===== src/rtl/ysyx_22040750_ifu.sv =====
// ysyx_22040750_ifu -- non-speculative instruction fetch unit.
//
// Holds the architectural PC, issues one instruction-memory request per PC,
// extracts the 32-bit instruction from the 64-bit response and offers
// {inst, pc, snpc} to IF/ID. A new PC is taken from the next-PC generator
// only after the current instruction has been handed over. A flush redirects
// the PC at any time. A response that is still in flight when the flush
// happens is swallowed by the drop flag.
//
// Ports:
//   I_clk, I_rst_n                 clock, asynchronous active-low reset
//   I_dnpc_valid/O_dnpc_ready      next-PC handshake, I_dnpc = next PC
//   I_flush, I_flush_pc            redirect, highest priority
//   O_imem_req_valid/I_imem_req_ready, O_imem_addr   fetch request
//   I_imem_rsp_valid, I_imem_rdata                   fetch response (64 bit)
//   O_IF_ID_valid/I_IF_ID_ready    instruction handshake toward IF/ID
//   O_inst, O_pc, O_snpc           fetched instruction, its PC, PC + 4
//   O_inst_misalign                misaligned-PC marker
//
// Configuration macro: YSYX_22040750_IFU_MISALIGN_EN
//   defined   - a misaligned PC skips memory and yields a NOP with
//               O_inst_misalign = 1
//   undefined - O_inst_misalign stays 0 and every PC is fetched normally
module ysyx_22040750_ifu (
    input  logic        I_clk,
    input  logic        I_rst_n,
    input  logic        I_dnpc_valid,
    output logic        O_dnpc_ready,
    input  logic [31:0] I_dnpc,
    input  logic        I_flush,
    input  logic [31:0] I_flush_pc,
    output logic        O_imem_req_valid,
    input  logic        I_imem_req_ready,
    output logic [31:0] O_imem_addr,
    input  logic        I_imem_rsp_valid,
    input  logic [63:0] I_imem_rdata,
    output logic        O_IF_ID_valid,
    input  logic        I_IF_ID_ready,
    output logic [31:0] O_inst,
    output logic [31:0] O_pc,
    output logic [31:0] O_snpc,
    output logic        O_inst_misalign
);

    localparam logic [1:0]  ST_REQ   = 2'd0;
    localparam logic [1:0]  ST_WAIT  = 2'd1;
    localparam logic [1:0]  ST_OUT   = 2'd2;
    localparam logic [1:0]  ST_NEXT  = 2'd3;
    localparam logic [31:0] RST_PC   = 32'h8000_0000;
    localparam logic [31:0] INST_NOP = 32'h0000_0013;

`ifdef YSYX_22040750_IFU_MISALIGN_EN
    localparam logic MISALIGN_EN = 1'b1;
`else
    localparam logic MISALIGN_EN = 1'b0;
`endif

    // Only the two low PC bits decide alignment.
    function automatic logic pc_misaligned(input logic [1:0] pc_lo);
        return MISALIGN_EN & (pc_lo != 2'b00);
    endfunction

    logic [1:0]  state_r;
    logic [31:0] pc_r;
    logic [31:0] snpc_r;
    logic [31:0] inst_r;
    logic        drop_r;
    logic        mis_r;
    logic        req_valid_r;
    logic        if_id_valid_r;
    logic        dnpc_ready_r;

    logic [1:0]  state_nx_s;
    logic [31:0] pc_nx_s;
    logic [31:0] inst_nx_s;
    logic        drop_nx_s;
    logic        mis_nx_s;
    logic        req_hs_s;

    // The request handshake is qualified by the registered valid. The valid
    // flop is held low through reset, so no request leaves during reset.
    assign req_hs_s = req_valid_r & I_imem_req_ready;

    // Next-state, next-PC and capture logic; flush overrides every other event.
    always_comb begin
        state_nx_s = state_r;
        pc_nx_s    = pc_r;
        inst_nx_s  = inst_r;
        drop_nx_s  = drop_r;
        mis_nx_s   = mis_r;
        if (I_flush) begin
            pc_nx_s  = I_flush_pc;
            mis_nx_s = 1'b0;
            case (state_r)
                ST_REQ: begin
                    if (req_hs_s) begin
                        drop_nx_s  = 1'b1;
                        state_nx_s = ST_WAIT;
                    end else begin
                        state_nx_s = ST_REQ;
                    end
                end
                ST_WAIT: begin
                    if (I_imem_rsp_valid) begin
                        drop_nx_s  = 1'b0;
                        state_nx_s = ST_REQ;
                    end else begin
                        drop_nx_s  = 1'b1;
                        state_nx_s = ST_WAIT;
                    end
                end
                ST_OUT:  state_nx_s = ST_REQ;
                ST_NEXT: state_nx_s = ST_REQ;
                default: begin
                    drop_nx_s  = 1'b0;
                    state_nx_s = ST_REQ;
                end
            endcase
            // A misaligned target skips memory. drop stays armed if a
            // request is still in flight. Its stale response is then
            // swallowed later, or the drop costs one harmless re-fetch.
            if (pc_misaligned(I_flush_pc[1:0])) begin
                state_nx_s = ST_OUT;
                inst_nx_s  = INST_NOP;
                mis_nx_s   = 1'b1;
            end else begin
                mis_nx_s   = 1'b0;
            end
        end else begin
            case (state_r)
                ST_REQ: begin
                    if (req_hs_s) begin
                        state_nx_s = ST_WAIT;
                    end else begin
                        state_nx_s = ST_REQ;
                    end
                end
                ST_WAIT: begin
                    if (!I_imem_rsp_valid) begin
                        state_nx_s = ST_WAIT;
                    end else if (drop_r) begin
                        drop_nx_s  = 1'b0;
                        state_nx_s = ST_REQ;
                    end else begin
                        inst_nx_s  = pc_r[2] ? I_imem_rdata[63:32] : I_imem_rdata[31:0];
                        state_nx_s = ST_OUT;
                    end
                end
                ST_OUT: begin
                    if (I_IF_ID_ready) begin
                        state_nx_s = ST_NEXT;
                    end else begin
                        state_nx_s = ST_OUT;
                    end
                end
                ST_NEXT: begin
                    if (!I_dnpc_valid) begin
                        state_nx_s = ST_NEXT;
                    end else if (pc_misaligned(I_dnpc[1:0])) begin
                        pc_nx_s    = I_dnpc;
                        inst_nx_s  = INST_NOP;
                        mis_nx_s   = 1'b1;
                        state_nx_s = ST_OUT;
                    end else begin
                        pc_nx_s    = I_dnpc;
                        mis_nx_s   = 1'b0;
                        state_nx_s = ST_REQ;
                    end
                end
                default: begin
                    drop_nx_s  = 1'b0;
                    state_nx_s = ST_REQ;
                end
            endcase
        end
    end

    // State, PC, instruction and registered handshake outputs.
    always_ff @(posedge I_clk or negedge I_rst_n) begin
        if (!I_rst_n) begin
            state_r       <= ST_REQ;
            pc_r          <= RST_PC;
            snpc_r        <= RST_PC + 32'd4;
            inst_r        <= 32'd0;
            drop_r        <= 1'b0;
            mis_r         <= 1'b0;
            req_valid_r   <= 1'b0;
            if_id_valid_r <= 1'b0;
            dnpc_ready_r  <= 1'b0;
        end else begin
            state_r       <= state_nx_s;
            pc_r          <= pc_nx_s;
            snpc_r        <= pc_nx_s + 32'd4;
            inst_r        <= inst_nx_s;
            drop_r        <= drop_nx_s;
            mis_r         <= mis_nx_s;
            req_valid_r   <= (state_nx_s == ST_REQ);
            if_id_valid_r <= (state_nx_s == ST_OUT);
            dnpc_ready_r  <= (state_nx_s == ST_NEXT);
        end
    end

    assign O_imem_req_valid = req_valid_r;
    assign O_imem_addr      = pc_r;
    assign O_IF_ID_valid    = if_id_valid_r;
    assign O_dnpc_ready     = dnpc_ready_r;
    assign O_inst           = inst_r;
    assign O_pc             = pc_r;
    assign O_snpc           = snpc_r;
    assign O_inst_misalign  = mis_r;

endmodule


===== config.mk =====
export PLATFORM = sky130hd
export DESIGN_NAME = ysyx_22040750_ifu
export DESIGN_NICKNAME = d
export VERILOG_FILES = /design/src/rtl/ysyx_22040750_ifu.sv
export SDC_FILE = /design/constraint.sdc
export NUM_CORES = 1
export LEC_CHECK = 0
export ABC_AREA = 1
export CAP_MARGIN = 10
export CORE_MARGIN = 4
export CORE_UTILIZATION = 55
export CTS_CLUSTER_DIAMETER = 80
export CTS_CLUSTER_SIZE = 20
export DETAILED_ROUTE_END_ITERATION = 16
export DONT_BUFFER_PORTS = 1
export HOLD_SLACK_MARGIN = 0.02
export MAX_ROUTING_LAYER = met4
export PLACE_DENSITY = 0.71
export SETUP_SLACK_MARGIN = 0.3
export SYNTH_ARGS = -nofsm -noshare
export SYNTH_HDL_FRONTEND = slang
export SYNTH_SLANG_ARGS = --single-unit

===== constraint.sdc =====
create_clock -name I_clk -period 4 [get_ports I_clk]
set_clock_uncertainty 0.2 [all_clocks]
set_input_delay 0.4 -clock I_clk [delete_from_list [all_inputs] [get_ports I_clk]]
set_output_delay 0.4 -clock I_clk [all_outputs]
set_load 0.01 [all_outputs]

Yosys cells after proc, flatten, opt, wreduce, memory -nomap -nowiden
Cells that the tools add are included.
{"block": "word_totals", "out_inout_bits": 132, "latchBits": 0, "register_bits": 103, "rom_bits": 0, "memories": 0, "mem_bits_rw": 0, "inputBits": 135, "wordCells": 52}
{"block": "classes", "bitwise": 3, "reduce_logical": 11, "multipliers": 0, "n_shift": 0, "addsub": 1, "n_lt_le_gt_ge": 0, "div_mod_pow": 0, "n_eq_ne": 6, "muxes": 22}
{"op": "32-bit 2-to-1 mux", "count": 4}
{"op": "32-bit by 3-bit adder with 32-bit output, second input constant", "count": 1}
{"op": "1-bit 2-to-1 mux", "count": 11}
{"op": "2-bit nonzero test", "count": 5}
{"op": "2-bit equality test, second input constant", "count": 4}
{"op": "2-bit 2-to-1 mux", "count": 4}
{"op": "2-bit one-hot mux with 4 select lines", "count": 1}
{"op": "4-bit AND reduction", "count": 2}
{"op": "2-bit one-hot mux with 3 select lines", "count": 1}
{"op": "2-bit logical NOT", "count": 2}
{"op": "3-bit inequality test, second input constant", "count": 1}
{"op": "2-bit by 1-bit equality test with 1-bit output, second input constant", "count": 1}
{"op": "1-bit inverter", "count": 2}
{"op": "1-bit one-hot mux with 2 select lines", "count": 1}
{"op": "2-bit AND reduction", "count": 1}
{"op": "2-bit OR reduction", "count": 1}
{"op": "1-bit bitwise AND", "count": 1}

Logic depth before layout (Yosys ltp)
{"block": "logic_depth", "depth_word": 5, "depth_mapped": 16, "depth_no_buf": 14}

Worst setup path before layout
No wires, ideal clock.
{"block": "synth_timing", "path_type": "flip-flop to flip-flop", "start": "register state_r[1]", "end": "register snpc_r[28] (netlist: O_snpc[28])", "period_less_slack_ns": 2.314, "path_stages_with_launch": 17, "path_slack_ns": 1.686, "arrival_ns": 1.997, "path_cell_list": "dfrtp_1 buf_2 nand2_2 nor2_4 buf_6 a21oi_1 nand2_1 nand2_2 inv_1 ha_1 nand3_1 inv_2 nand2_2 nor2_4 nand2_1 nand2_1 nand2_1"}
{"block": "synth_between", "elab_chain_len": 4}
{"element": "start: declaration", "line": "63", "source": "logic [1:0] state_r;"}
{"element": "start signal: assignment", "line": "191", "source": "state_r <= state_nx_s;"}
{"element": "2-bit equality test", "line": "130", "source": "case (state_r)"}
{"element": "32-bit 2-to-1 mux", "line": "130"}
{"element": "32-bit 2-to-1 mux", "line": "91", "source": "if (I_flush) begin"}
{"element": "via pc_nx_s[2]", "line": "74", "source": "logic [31:0] pc_nx_s;"}
{"element": "32-bit by 3-bit adder with 32-bit output", "line": "193", "source": "snpc_r <= pc_nx_s + 32'd4;"}
{"element": "end signal: assignment", "line": "183", "source": "snpc_r <= RST_PC + 32'd4;"}
{"element": "end signal: assignment", "line": "193"}
{"element": "end: declaration", "line": "65", "source": "logic [31:0] snpc_r;"}
The timed path passes the listed nets, and every way through them passes these cells.
A chain may end at the register's enable or synchronous reset.

Worst setup path after layout
Ends and elaborated chain as after synthesis.

==> results.cfg <==
[logic_synthesis]
synth_top_cell_by_area = dfrtp_1
ys_seq_area_share_pct = 45.2
synth_edf_count = 0
synth_cell_type_count = 34
yosysMostFrequentCell = nand2_1
ys_seq_elements = 100
netlist_area_sq_mm = 0.00555
yosys_warnings = 0
async_reset_ff_share_pct = 100
yosys_most_used_dff = dfrtp_1
synth_top_area_share_pct = 43.8
postSynthNetCount = 823
synth_area_leaders = dfrtp_1, nand2_1, mux2i_1
post_synth_inst_count = 687
synth_commonest_cells = nand2_1, dfrtp_1, inv_1
syn_area_per_cell_sq_um = 8.07

[power]
power.leakage_nw = 2.86
total_power_mw = 2.80
p_per_area_mw_per_mm2 = 499
irDropWorstVdd_mv = 0.183

[routing]
first_iter_violations = 315
drc = 0
vias = 4296
drt-wirelength-per-cell_um = 19.5
via_per_inst = 5.46
ant_nets = 0
drt_wl_total_mm = 15.3
firstDrtPassIters = 5

[finish]
nets = 785
fin_util_pct = 57.1
drive_above_1_share_pct = 10.9
area_delta_synth_final_pct = 1.17
diodes = 0
stdcell_count = 787
fillers = 916

[clock_tree]
clock_latency_ps = 370
cts_made_buffers = 9
cts.hold.buffers_added = 9
tritoncts = yes
clockBufferDepth = 2
clock-root-buffer = clkbuf_8
clock-sinks = 100
ctsResizeCount = 0
post_cts_buffers = 0
clk_transition_reported_paths_ps = 100
htree_levels = 3

[grt]
grt_usage_pct = 26.5
antenna_found_initial = 0
grt_pass1_vias = 4256
grt_pass1_wl_mm = 22.7
grt_max_degree = 101
grt-ovfl-total = 0

[critical_path]
cp.arrival_ps = 3090
required_ps = 4060
path_max_fanout = 21
setup.worst_path.start_class = register
end_kind = register
r2r_setup_slack_ps = 970
worstSetupPathType = register to register

[sta]
tns_ps = 0
slew_viol_final = 0
tightest_slew_ps = 696
setup_violations = 0
max_freq_ghz = 0.330
hold_viol_final = 0
post-route-min-period_ps = 3030
grt_setup_unrepaired = no
min_period_over_period_pct = 75.7
slew-limit-headroom_pct = 53.5

[job]
max-cap-violations = 0

[die]
boundaryPins = 267
rows = 36
die_h_um = 108
die_x_um = 108
start_util_pct = 56.5
coreArea_sq_mm = 0.00982
dieArea_sq_mm = 0.0118

[place]
dp.cells = 762
post-dp-hpwl_mm = 11.6
port_buffers = 0
gp_congestion = 1.02

[outcome]
outcome = complete, no violations

[worst_hold_path]
hp-class = input port to register
[cell families (layout without fill, tap and decap cells)]
kind of cell / count (synthesis) / in the layout / synth area share [%]
XOR/XNOR: 14 / 14 / 2.21
adder cells (fa/ha/maj): 1 / 1 / 0.226
multiplexers: 32 / 32 / 5.77
AND/OR/NAND/NOR: 355 / 355 / 29.8
AO/OA/AOI/OAI: 42 / 42 / 4.04
other: 1 / 1 / 0.0676
buffers and inverters: 142 / 109 / 12.7
flip-flops: 100 / 100 / 45.2
[metrics by stage]
step | hold WS, ps | worst slack (ps) | instance area (sq um)
2_1_floorplan | -95.6 | 1690 | 5550
3_3_place_gp | -92.2 | 1090 | 5330
3_5_place_dp | -91.7 | 989 | 5330
4_1_cts | 21.7 | 985 | 5610
5_1_grt | 30.3 | 687 | 5610
6_report | 33.4 | 971 | 5610
[area by class of cell]
cell class | instances | area (sq um) | share of cell area, %
Sequential cell | 100 | 2510 | 44.7
Multi-Input combinational cell | 445 | 2330 | 41.6
Inverter | 81 | 304 | 5.42
Tap cell | 133 | 166 | 2.97
Clock buffer | 12 | 145 | 2.59
Timing Repair Buffer | 12 | 130 | 2.32
Clock inverter | 4 | 25.0 | 0.446
[cell usage in the layout (no fill, tap or decap), types with 2 or more instances in the layout]
| cell type | Yosys | routed |
|---|---|---|
| nand3_2 | 4 | 4 |
| dfrtp_1 | 97 | 96 |
| nand2_4 | 8 | 8 |
| a211oi_1 | 2 | 2 |
| or2_2 | 2 | 2 |
| clkinvlp_4 | 0 | 2 |
| dlygate4sd3_1 | 0 | 8 |
| xor2_1 | 9 | 9 |
| inv_2 | 3 | 3 |
| nor3_1 | 2 | 2 |
| xnor2_1 | 5 | 5 |
| nand2_2 | 17 | 17 |
| o21ai_0 | 3 | 3 |
| nor2_1 | 75 | 75 |
| clkinv_2 | 0 | 2 |
| nor2_4 | 5 | 5 |
| mux2i_1 | 32 | 32 |
| clkbuf_1 | 11 | 2 |
| buf_4 | 35 | 3 |
| nand2_1 | 175 | 175 |
| nand4_1 | 11 | 11 |
| nand3_1 | 46 | 46 |
| a21oi_1 | 34 | 34 |
| nor2_2 | 7 | 7 |
| clkbuf_8 | 0 | 10 |
| dfstp_2 | 3 | 3 |
| inv_1 | 78 | 78 |
[power breakdown]
group | leakage [nW] | total [mW] | switching (mW) | internal, mW
logic | 1.59 | 0.566 | 0.350 | 0.215
registers | 1.19 | 1.65 | 0.384 | 1.27
clock network | 0.0824 | 0.581 | 0.339 | 0.242
[path summary, 6_finish.rpt]
check                           depth (start not counted)              end  startpoint
worst max register to register                         15       O_snpc[28]  state_r[1]
max in group asynchronous                               2  O_imem_addr[31]     I_rst_n
worst min-delay path                                    2   O_imem_addr[6]     I_flush
worst min register to register                          1           drop_r      drop_r
min in group asynchronous                               2       O_inst[30]     I_rst_n
worst max-delay path                                   15       O_snpc[28]  state_r[1]
[metal layers]
metal / GRT usage, % / up-vias / routed length (um)
li1: - / 2033 / -
met1: 28.1 / 2018 / 5410
met2: 45.4 / 199 / 7930
met3: 6.21 / 46 / 1250
met4: 14.4 / 0 / 722
met5: - / - / 0
[sequential cells by signal, summed over array words and instances, names as in the netlist]
| name | count |
|---|---|
| drop_r | 1 |
| O_snpc | 32 |
| O_imem_req_valid | 1 |
| O_IF_ID_valid | 1 |
| O_imem_addr | 30 |
| O_inst | 32 |
| O_dnpc_ready | 1 |
| state_r | 2 |
[critical path: stages (launching register included)]
cell and delay [ps]:
dfrtp_1 740, nand2_2 150, nor2_4 100, buf_4 280, a21oi_1 100, nand2_1 90, nand2_2 100, inv_1 130
ha_1 240, nand3_1 240, inv_2 140, nand2_2 120, nor2_4 130, nand2_1 60, nand2_1 60, nand2_1 50
Power figures use the tool's default switching activity.
